File: src/rtl/mdu_iter_pkg.sv
// rtl/mdu_iter_pkg.sv - op codes and state encodings shared by the multiply/divide unit
package mdu_iter_pkg;

  // Operation codes presented on i_op
  localparam logic [2:0] OP_MULT  = 3'd0;
  localparam logic [2:0] OP_MULTU = 3'd1;
  localparam logic [2:0] OP_DIV   = 3'd2;
  localparam logic [2:0] OP_DIVU  = 3'd3;
  localparam logic [2:0] OP_MTHI  = 3'd4;
  localparam logic [2:0] OP_MTLO  = 3'd5;

  // Controller states
  typedef enum logic [1:0] {
    ST_IDLE = 2'd0,
    ST_RUN  = 2'd1,
    ST_FIX  = 2'd2
  } state_e;

  // What the FIX cycle commits to HI/LO (or the flag)
  typedef enum logic [2:0] {
    FX_MUL  = 3'd0,
    FX_DIV  = 3'd1,
    FX_DZ   = 3'd2,
    FX_MTHI = 3'd3,
    FX_MTLO = 3'd4
  } fix_e;

endpackage

File: src/rtl/mdu_iter_step.sv
// rtl/mdu_iter_step.sv - one shift-add / restoring-divide iteration on a shared adder
module mdu_step #(
  parameter int WIDTH = 32
) (
  input  logic             i_is_div,
  input  logic [WIDTH-1:0] i_p_hi,
  input  logic [WIDTH-1:0] i_p_lo,
  input  logic [WIDTH-1:0] i_m,
  output logic [WIDTH-1:0] o_p_hi,
  output logic [WIDTH-1:0] o_p_lo
);

  logic [WIDTH:0] w_x;
  logic [WIDTH:0] w_y;
  logic [WIDTH:0] w_sum;
  logic           w_qbit;

  // Multiply adds the multiplicand when the outgoing multiplier bit is set and
  // shifts the product right; divide shifts the remainder left, trial-subtracts
  // the divisor and restores when the difference goes negative.
  always_comb begin
    w_x = i_is_div ? {i_p_hi, i_p_lo[WIDTH-1]} : {1'b0, i_p_hi};
    if (i_is_div) begin
      w_y = ~{1'b0, i_m};
    end else if (i_p_lo[0]) begin
      w_y = {1'b0, i_m};
    end else begin
      w_y = '0;
    end
    w_sum  = w_x + w_y + {{WIDTH{1'b0}}, i_is_div};
    w_qbit = ~w_sum[WIDTH];
    if (i_is_div) begin
      o_p_hi = w_qbit ? w_sum[WIDTH-1:0] : w_x[WIDTH-1:0];
      o_p_lo = {i_p_lo[WIDTH-2:0], w_qbit};
    end else begin
      o_p_hi = w_sum[WIDTH:1];
      o_p_lo = {w_sum[0], i_p_lo[WIDTH-1:1]};
    end
  end

endmodule

File: src/rtl/mdu_iter.sv
// rtl/mdu_iter.sv - iterative MIPS multiply/divide unit holding the HI/LO registers
module mdu_iter
  import mdu_iter_pkg::*;
#(
  parameter int WIDTH = 32,
  parameter int CNT_W = $clog2(WIDTH) + 1
) (
  input  logic             i_clk,
  input  logic             i_rst,
  input  logic             i_start,
  input  logic [2:0]       i_op,
  input  logic [WIDTH-1:0] i_a,
  input  logic [WIDTH-1:0] i_b,
  output logic             o_busy,
  output logic             o_done,
  output logic [WIDTH-1:0] o_hi,
  output logic [WIDTH-1:0] o_lo,
  output logic             o_div_by_zero
);

  state_e             r_state;
  fix_e               r_fix;
  logic [CNT_W-1:0]   r_cnt;
  logic [WIDTH-1:0]   r_p_hi;
  logic [WIDTH-1:0]   r_p_lo;
  logic [WIDTH-1:0]   r_m;
  logic               r_neg_q;
  logic               r_neg_r;
  logic               r_busy;
  logic               r_done;
  logic [WIDTH-1:0]   r_hi;
  logic [WIDTH-1:0]   r_lo;
  logic               r_dz;

  logic               w_is_mul;
  logic               w_is_div;
  logic               w_is_mt;
  logic               w_signed;
  logic               w_a_neg;
  logic               w_b_neg;
  logic [WIDTH-1:0]   w_a_mag;
  logic [WIDTH-1:0]   w_b_mag;
  logic [WIDTH-1:0]   w_step_hi;
  logic [WIDTH-1:0]   w_step_lo;
  logic [2*WIDTH-1:0] w_prod;
  logic [2*WIDTH-1:0] w_prod_neg;

  assign w_is_mul = (i_op == OP_MULT) || (i_op == OP_MULTU);
  assign w_is_div = (i_op == OP_DIV) || (i_op == OP_DIVU);
  assign w_is_mt  = (i_op == OP_MTHI) || (i_op == OP_MTLO);
  assign w_signed = (i_op == OP_MULT) || (i_op == OP_DIV);
  assign w_a_neg  = w_signed & i_a[WIDTH-1];
  assign w_b_neg  = w_signed & i_b[WIDTH-1];
  // The most-negative value maps onto itself, which is its correct unsigned magnitude
  assign w_a_mag  = w_a_neg ? -i_a : i_a;
  assign w_b_mag  = w_b_neg ? -i_b : i_b;

  assign w_prod     = {r_p_hi, r_p_lo};
  assign w_prod_neg = -w_prod;

  // Multiply and divide share the iteration: the product is commutative, so the
  // rs magnitude always sits in P_lo and the rt magnitude is the fixed operand.
  mdu_step #(.WIDTH(WIDTH)) u_step (
    .i_is_div (r_fix == FX_DIV),
    .i_p_hi   (r_p_hi),
    .i_p_lo   (r_p_lo),
    .i_m      (r_m),
    .o_p_hi   (w_step_hi),
    .o_p_lo   (w_step_lo)
  );

  // Controller: accept, iterate, then commit the sign-corrected result in FIX.
  // Zero-divide and MTHI/MTLO skip RUN and commit one edge after acceptance.
  always_ff @(posedge i_clk) begin
    if (i_rst) begin
      r_state <= ST_IDLE;
      r_fix   <= FX_MUL;
      r_cnt   <= '0;
      r_p_hi  <= '0;
      r_p_lo  <= '0;
      r_m     <= '0;
      r_neg_q <= 1'b0;
      r_neg_r <= 1'b0;
      r_busy  <= 1'b0;
      r_done  <= 1'b0;
      r_hi    <= '0;
      r_lo    <= '0;
      r_dz    <= 1'b0;
    end else begin
      r_done <= 1'b0;
      case (r_state)
        ST_IDLE: begin
          if (i_start && (w_is_mul || w_is_div || w_is_mt)) begin
            r_dz    <= 1'b0;
            r_neg_q <= w_a_neg ^ w_b_neg;
            r_neg_r <= w_a_neg;
            r_cnt   <= CNT_W'(WIDTH - 1);
            if (w_is_mt) begin
              r_p_lo  <= i_a;
              r_fix   <= (i_op == OP_MTHI) ? FX_MTHI : FX_MTLO;
              r_state <= ST_FIX;
            end else if (w_is_div && (i_b == '0)) begin
              r_fix   <= FX_DZ;
              r_state <= ST_FIX;
            end else begin
              r_p_hi  <= '0;
              r_p_lo  <= w_a_mag;
              r_m     <= w_b_mag;
              r_fix   <= w_is_div ? FX_DIV : FX_MUL;
              r_busy  <= 1'b1;
              r_state <= ST_RUN;
            end
          end
        end
        ST_RUN: begin
          r_p_hi <= w_step_hi;
          r_p_lo <= w_step_lo;
          if (r_cnt == '0) begin
            r_busy  <= 1'b0;
            r_state <= ST_FIX;
          end else begin
            r_cnt <= r_cnt - CNT_W'(1);
          end
        end
        ST_FIX: begin
          case (r_fix)
            FX_MUL: begin
              r_hi <= r_neg_q ? w_prod_neg[2*WIDTH-1:WIDTH] : r_p_hi;
              r_lo <= r_neg_q ? w_prod_neg[WIDTH-1:0] : r_p_lo;
            end
            FX_DIV: begin
              r_lo <= r_neg_q ? -r_p_lo : r_p_lo;
              r_hi <= r_neg_r ? -r_p_hi : r_p_hi;
            end
            FX_DZ:   r_dz <= 1'b1;
            FX_MTHI: r_hi <= r_p_lo;
            FX_MTLO: r_lo <= r_p_lo;
            default: ;
          endcase
          r_done  <= 1'b1;
          r_state <= ST_IDLE;
        end
        default: r_state <= ST_IDLE;
      endcase
    end
  end

  assign o_busy        = r_busy;
  assign o_done        = r_done;
  assign o_hi          = r_hi;
  assign o_lo          = r_lo;
  assign o_div_by_zero = r_dz;

endmodule

File: config.mk
export PLATFORM = sky130hd
export DESIGN_NAME = mdu_iter
export DESIGN_NICKNAME = d
export VERILOG_FILES = /design/src/rtl/mdu_iter_pkg.sv /design/src/rtl/mdu_iter_step.sv /design/src/rtl/mdu_iter.sv
export SDC_FILE = /design/constraint.sdc
export NUM_CORES = 1
export LEC_CHECK = 0
export CAP_MARGIN = 20
export CORE_UTILIZATION = 46
export CTS_BUF_LIST = sky130_fd_sc_hd__clkbuf_4 sky130_fd_sc_hd__clkbuf_8 sky130_fd_sc_hd__clkbuf_16
export DETAILED_ROUTE_END_ITERATION = 6
export PLACE_DENSITY_LB_ADDON = 0.15
export SYNTH_ARGS = -nofsm -noshare
export SYNTH_HDL_FRONTEND = slang
export SYNTH_SLANG_ARGS = --single-unit
export TNS_END_PERCENT = 50
File: constraint.sdc
create_clock -name i_clk -period 5.9 [get_ports i_clk]
set_input_delay 0.885 -clock i_clk [delete_from_list [all_inputs] [get_ports i_clk]]
set_output_delay 0.885 -clock i_clk [all_outputs]
set_load 0.01 [all_outputs]
==> summary by stage <==
Power and ir drop
The internal portion of total power is 2.28 mW. In this run the power spent charging and discharging nets is 1.38 mW. The sequential fraction of design power is 39.0%.

Of the total power, the share spent switching nets is 37.7%. The total power density per cell area is approximately 230 nW/µm². The clock network burns a little under a third of the power. The combinational power share is a little under a third. The worst-case IR drop observed on VDD is about 0.00018 V. In this run the static leakage power is 5.78 nW.

Yosys
sky130_fd_sc_hd__nand2_1 is the most common cell in the netlist. The flip-flop cell with the highest count after synthesis is sky130_fd_sc_hd__dfxtp_1. In the post-synthesis netlist, the biggest area contributors are sky130_fd_sc_hd__dfxtp_1, sky130_fd_sc_hd__nand2_1, sky130_fd_sc_hd__xnor2_1, sky130_fd_sc_hd__o21ai_0, sky130_fd_sc_hd__nor2_1.

The cell type with the highest aggregate area in the netlist is sky130_fd_sc_hd__dfxtp_1. The synthesized netlist contains 80 unique library cells. Synthesis inferred ~180 register bits.

The share of flip-flops with an asynchronous set or reset after synthesis is 0%. The number of nets in the synthesized netlist is between 2000 and 2500. In this run the biggest area consumer among cell types represents around a quarter of the synthesized area. After synthesis, the mean cell area works out to around 7 µm². The synthesized design contains 0 enable-type register cells. The count of mapped cells out of synthesis is ~1900. The number of warning messages in the yosys log is 0. Summing the sequential cell areas from Yosys gives about a quarter of the chip area. The synthesized cell area is ~14000 µm². Counting instances in the post-synthesis netlist gives the leading cell types as sky130_fd_sc_hd__nand2_1, sky130_fd_sc_hd__nor2_1, sky130_fd_sc_hd__dfxtp_1.

GRT
The layer flagged by global routing as most heavily used is met2. Global routing finished with a remaining overflow of 0. Entering global routing, the biggest net connects 91 pins. The initial antenna violation count is 0.

The first global-routing pass estimated slightly below 70 mm of wire. In the global route stage, met1 resource usage came out at 39.5%. The number of global-route vias before repair is roughly 12000. The met2 layer usage reported by global route is ~43%.

The global routing usage summed across all routing layers is ~28%. The routing usage on met3 is around 3.0%.

Clock network
The post-cts resize count is 0. Once the clock tree was built, the setup fixing pass inserted 0 buffers. The root buffer cell chosen for the clock tree is sky130_fd_sc_hd__clkbuf_16.

Clock-pin slew was measured on the worst setup and hold paths at roughly 0.08 ns. The clock tree synthesis step divided the H-tree into 4 levels. For this design, the sink count on the clock tree is about 180. Hold repair after CTS inserted 0 buffers.

The buffer depth of the longest clock path is 2. For the worst-skew pair, the clock arrives at the later sink with an insertion delay of approximately 0.45 ns. Buffers inserted during clock tree synthesis total 17. TritonCTS built the clock tree.

Status
The flow ran to the end, and the final reports show no timing, DRC or antenna violations.

Die
The floorplan step set the die height to approximately 170 µm. Once the floorplan was initialized, standard cells occupied a little under half of the core. The floorplan die area is roughly 30000 µm². From left edge to right edge, the die measures about 170 µm. The floorplan row count is between 60 and 70.

The core region is just under 30000 µm². The I/O pin count is approximately 140.

Worst setup path
The cell family contributing the most delay on the critical path is compound AO/OA/AOI/OAI gates. The critical path endpoint category is a register. The worst setup path is launched from a register. The master of the slowest instance on the critical path is sky130_fd_sc_hd__a2111oi_1. The critical path is of the register to register type. The critical path contains buffers and inverters numbering 2 combined. STA puts the critical path data arrival time at 5.76 ns.

The critical path goes through inv_1 -> nand2_1 -> nor2_4 -> nor2_2 -> buf_4 -> nand2_1 -> o21a_1 -> fa_1 -> fa_1 -> nand2b_1 -> a21oi_1 -> o21ai_1 -> a21o_1 -> a2111oi_1 -> o221ai_4 -> mux2_2 -> nor2_1 -> a221o_1. Of all nets on the critical path, the largest fanout is 32. At the worst endpoint, the required time is around 6.2 ns.

The biggest cell delay along the critical path is between 0.6 and 0.7 ns.

STA
The final period utilization is between 90% and 100%. The final count of pins violating max slew is 0. Setup repair after global routing left no endpoint under its margin. In the final timing run, aggregate negative setup slack is 0 ns.

At the pin with the least slew margin, the transition time is about 1.1 ns. The achievable frequency is between 0.15 and 0.2 GHz. Setup violations remaining at the end of the flow were counted as 0. The final hold violation count is 0. The routed design could run at a clock period as short as about 5.4 ns. Between clock sinks in the finished design, the worst skew comes to 0.0169 ns.

Headroom to the max-slew limit came out at between 20 and 30%.

Hold path
The type of the most critical hold path is register to register.

Final layout
The count of cells in the finished layout, fillers not included, comes to ~2300. The repair_antennas step left the layout with diodes totalling 0. The share of layout cells above drive strength 1 is between 5 and 6%. Relative to the synthesized area, the layout overhead comes to 14.9%. The final net count is between 2000 and 2500.

Detailed routing
Dividing the detail-routed via count by the number of cells gives approximately 6.0. The detailed-route DRC error count is 0. For this block, the routed nets add up to between 40 and 50 mm of wire. Dividing the detail-routed wire length by the instance count gives 18.4 µm.

The post-detailed-route count of antenna-violating nets is 0. The first TritonRoute pass finished after 5 iterations. In this run, the number of DRC markers left after iteration 0 of detailed routing was roughly 1100. The routed layout has about 14000 vias.

Flow run
The max-cap violation count is 0.

Placed design
At the end of routability-driven placement, the weighted congestion stood at between 0.9 and 1. Once placement completed, the tool counted placed cells totaling between 2000 and 2500. The count of input and output buffers is between 100 and 150.

The placed wire-length estimate is between 30 and 40 mm.
-- cell type report --
type	count	area [µm²]
Inverter	35	131
Timing Repair Buffer	159	1540
Tap cell	384	480
Sequential cell	176	3520
Multi-Input combinational cell	1519	9360
Clock inverter	14	140
Fill cell	2867	13200
Clock buffer	18	439
-- metal layers --
metal,wire length [µm],part of all wire [%]
met1,19800,47
met2,18800,44
met3,2580,6.1
met4,1200,2.8
met5,0,0
-- tightest hold or removal path, delay by kind of cell, from the launching register on --
family             cells  cell delay (ns)
and+or+nand+nor        1             0.05
AOI/OAI and AO/OA      1             0.05
DFF                    1             0.31
-- cells by family (layout without fill, tap and decap cells) --
family / after synthesis / count (layout) / share of synthesized area, %
AO/OA/AOI/OAI: 586 / 586 / 27.9
multiplexers: 41 / 41 / 3.04
XOR/XNOR: 171 / 171 / 11.0
adder cells (fa/ha/maj): 40 / 40 / 3.79
flip-flops: 176 / 176 / 25.9
AND/OR/NAND/NOR: 680 / 681 / 22.5
buffers and inverters: 202 / 226 / 5.75
-- stage by stage --
step	hold WS (ns)	utilization, %	worst slack [ns]	instance area, µm²	total power [mW]
4_1_cts	0.460	54.0	0.400	15600	3.65
3_3_place_gp	0.445	52.0	0.640	15000	2.51
3_5_place_dp	0.450	52.0	0.463	15000	2.52
5_1_grt	0.489	54.1	0.0535	15600	3.84
2_1_floorplan	0.442	-	1.25	13600	2.16
6_report	0.458	54.1	0.463	15600	3.65
-- registers in the layout, summed over array words and instances (netlist names) --
register and count:
o_busy 1, o_div_by_zero 1, o_done 1, o_hi 32, o_lo 32, r_cnt 6
r_fix 3, r_m 32, r_neg_q 1, r_neg_r 1, r_p_hi 32, r_p_lo 32
r_state 2
-- path summary, 6_finish.rpt --
check | from | end | slack, ns | cells past startpoint
max | r_fix[2] | r_p_hi[20] | 0.46 | 18
max reg2reg | r_fix[2] | r_p_hi[20] | 0.46 | 18
min | o_hi[18] | o_hi[18] | 0.46 | 2
min reg2reg | o_hi[18] | o_hi[18] | 0.46 | 2
-- power groups by stage --
stage | logic [mW] | registers (mW) | clock network (mW)
5_1_grt | 1.21 | 1.43 | 1.19
2_1_floorplan | 0.795 | 1.37 | 0
3_5_place_dp | 1.08 | 1.45 | 0
3_3_place_gp | 1.06 | 1.44 | 0
4_1_cts | 1.08 | 1.42 | 1.15
6_report | 1.10 | 1.42 | 1.13
-- layout by cell type, fill, tap and decap left out, types with 29 or more instances in the layout --
| cell | instances |
|---|---|
| sky130_fd_sc_hd__dfxtp_1 | 176 |
| sky130_fd_sc_hd__nand3_1 | 30 |
| sky130_fd_sc_hd__inv_1 | 33 |
| sky130_fd_sc_hd__o21ai_0 | 165 |
| sky130_fd_sc_hd__nor2_1 | 201 |
| sky130_fd_sc_hd__xnor2_1 | 99 |
| sky130_fd_sc_hd__nand2_1 | 288 |
| sky130_fd_sc_hd__a21oi_1 | 130 |
| sky130_fd_sc_hd__mux2i_1 | 39 |
| sky130_fd_sc_hd__ha_1 | 38 |
| sky130_fd_sc_hd__nor3_1 | 29 |
| sky130_fd_sc_hd__a211oi_1 | 69 |
| sky130_fd_sc_hd__clkdlybuf4s50_1 | 135 |
| sky130_fd_sc_hd__xor2_1 | 72 |
No activity file was read; power rests on OpenSTA's default activity.
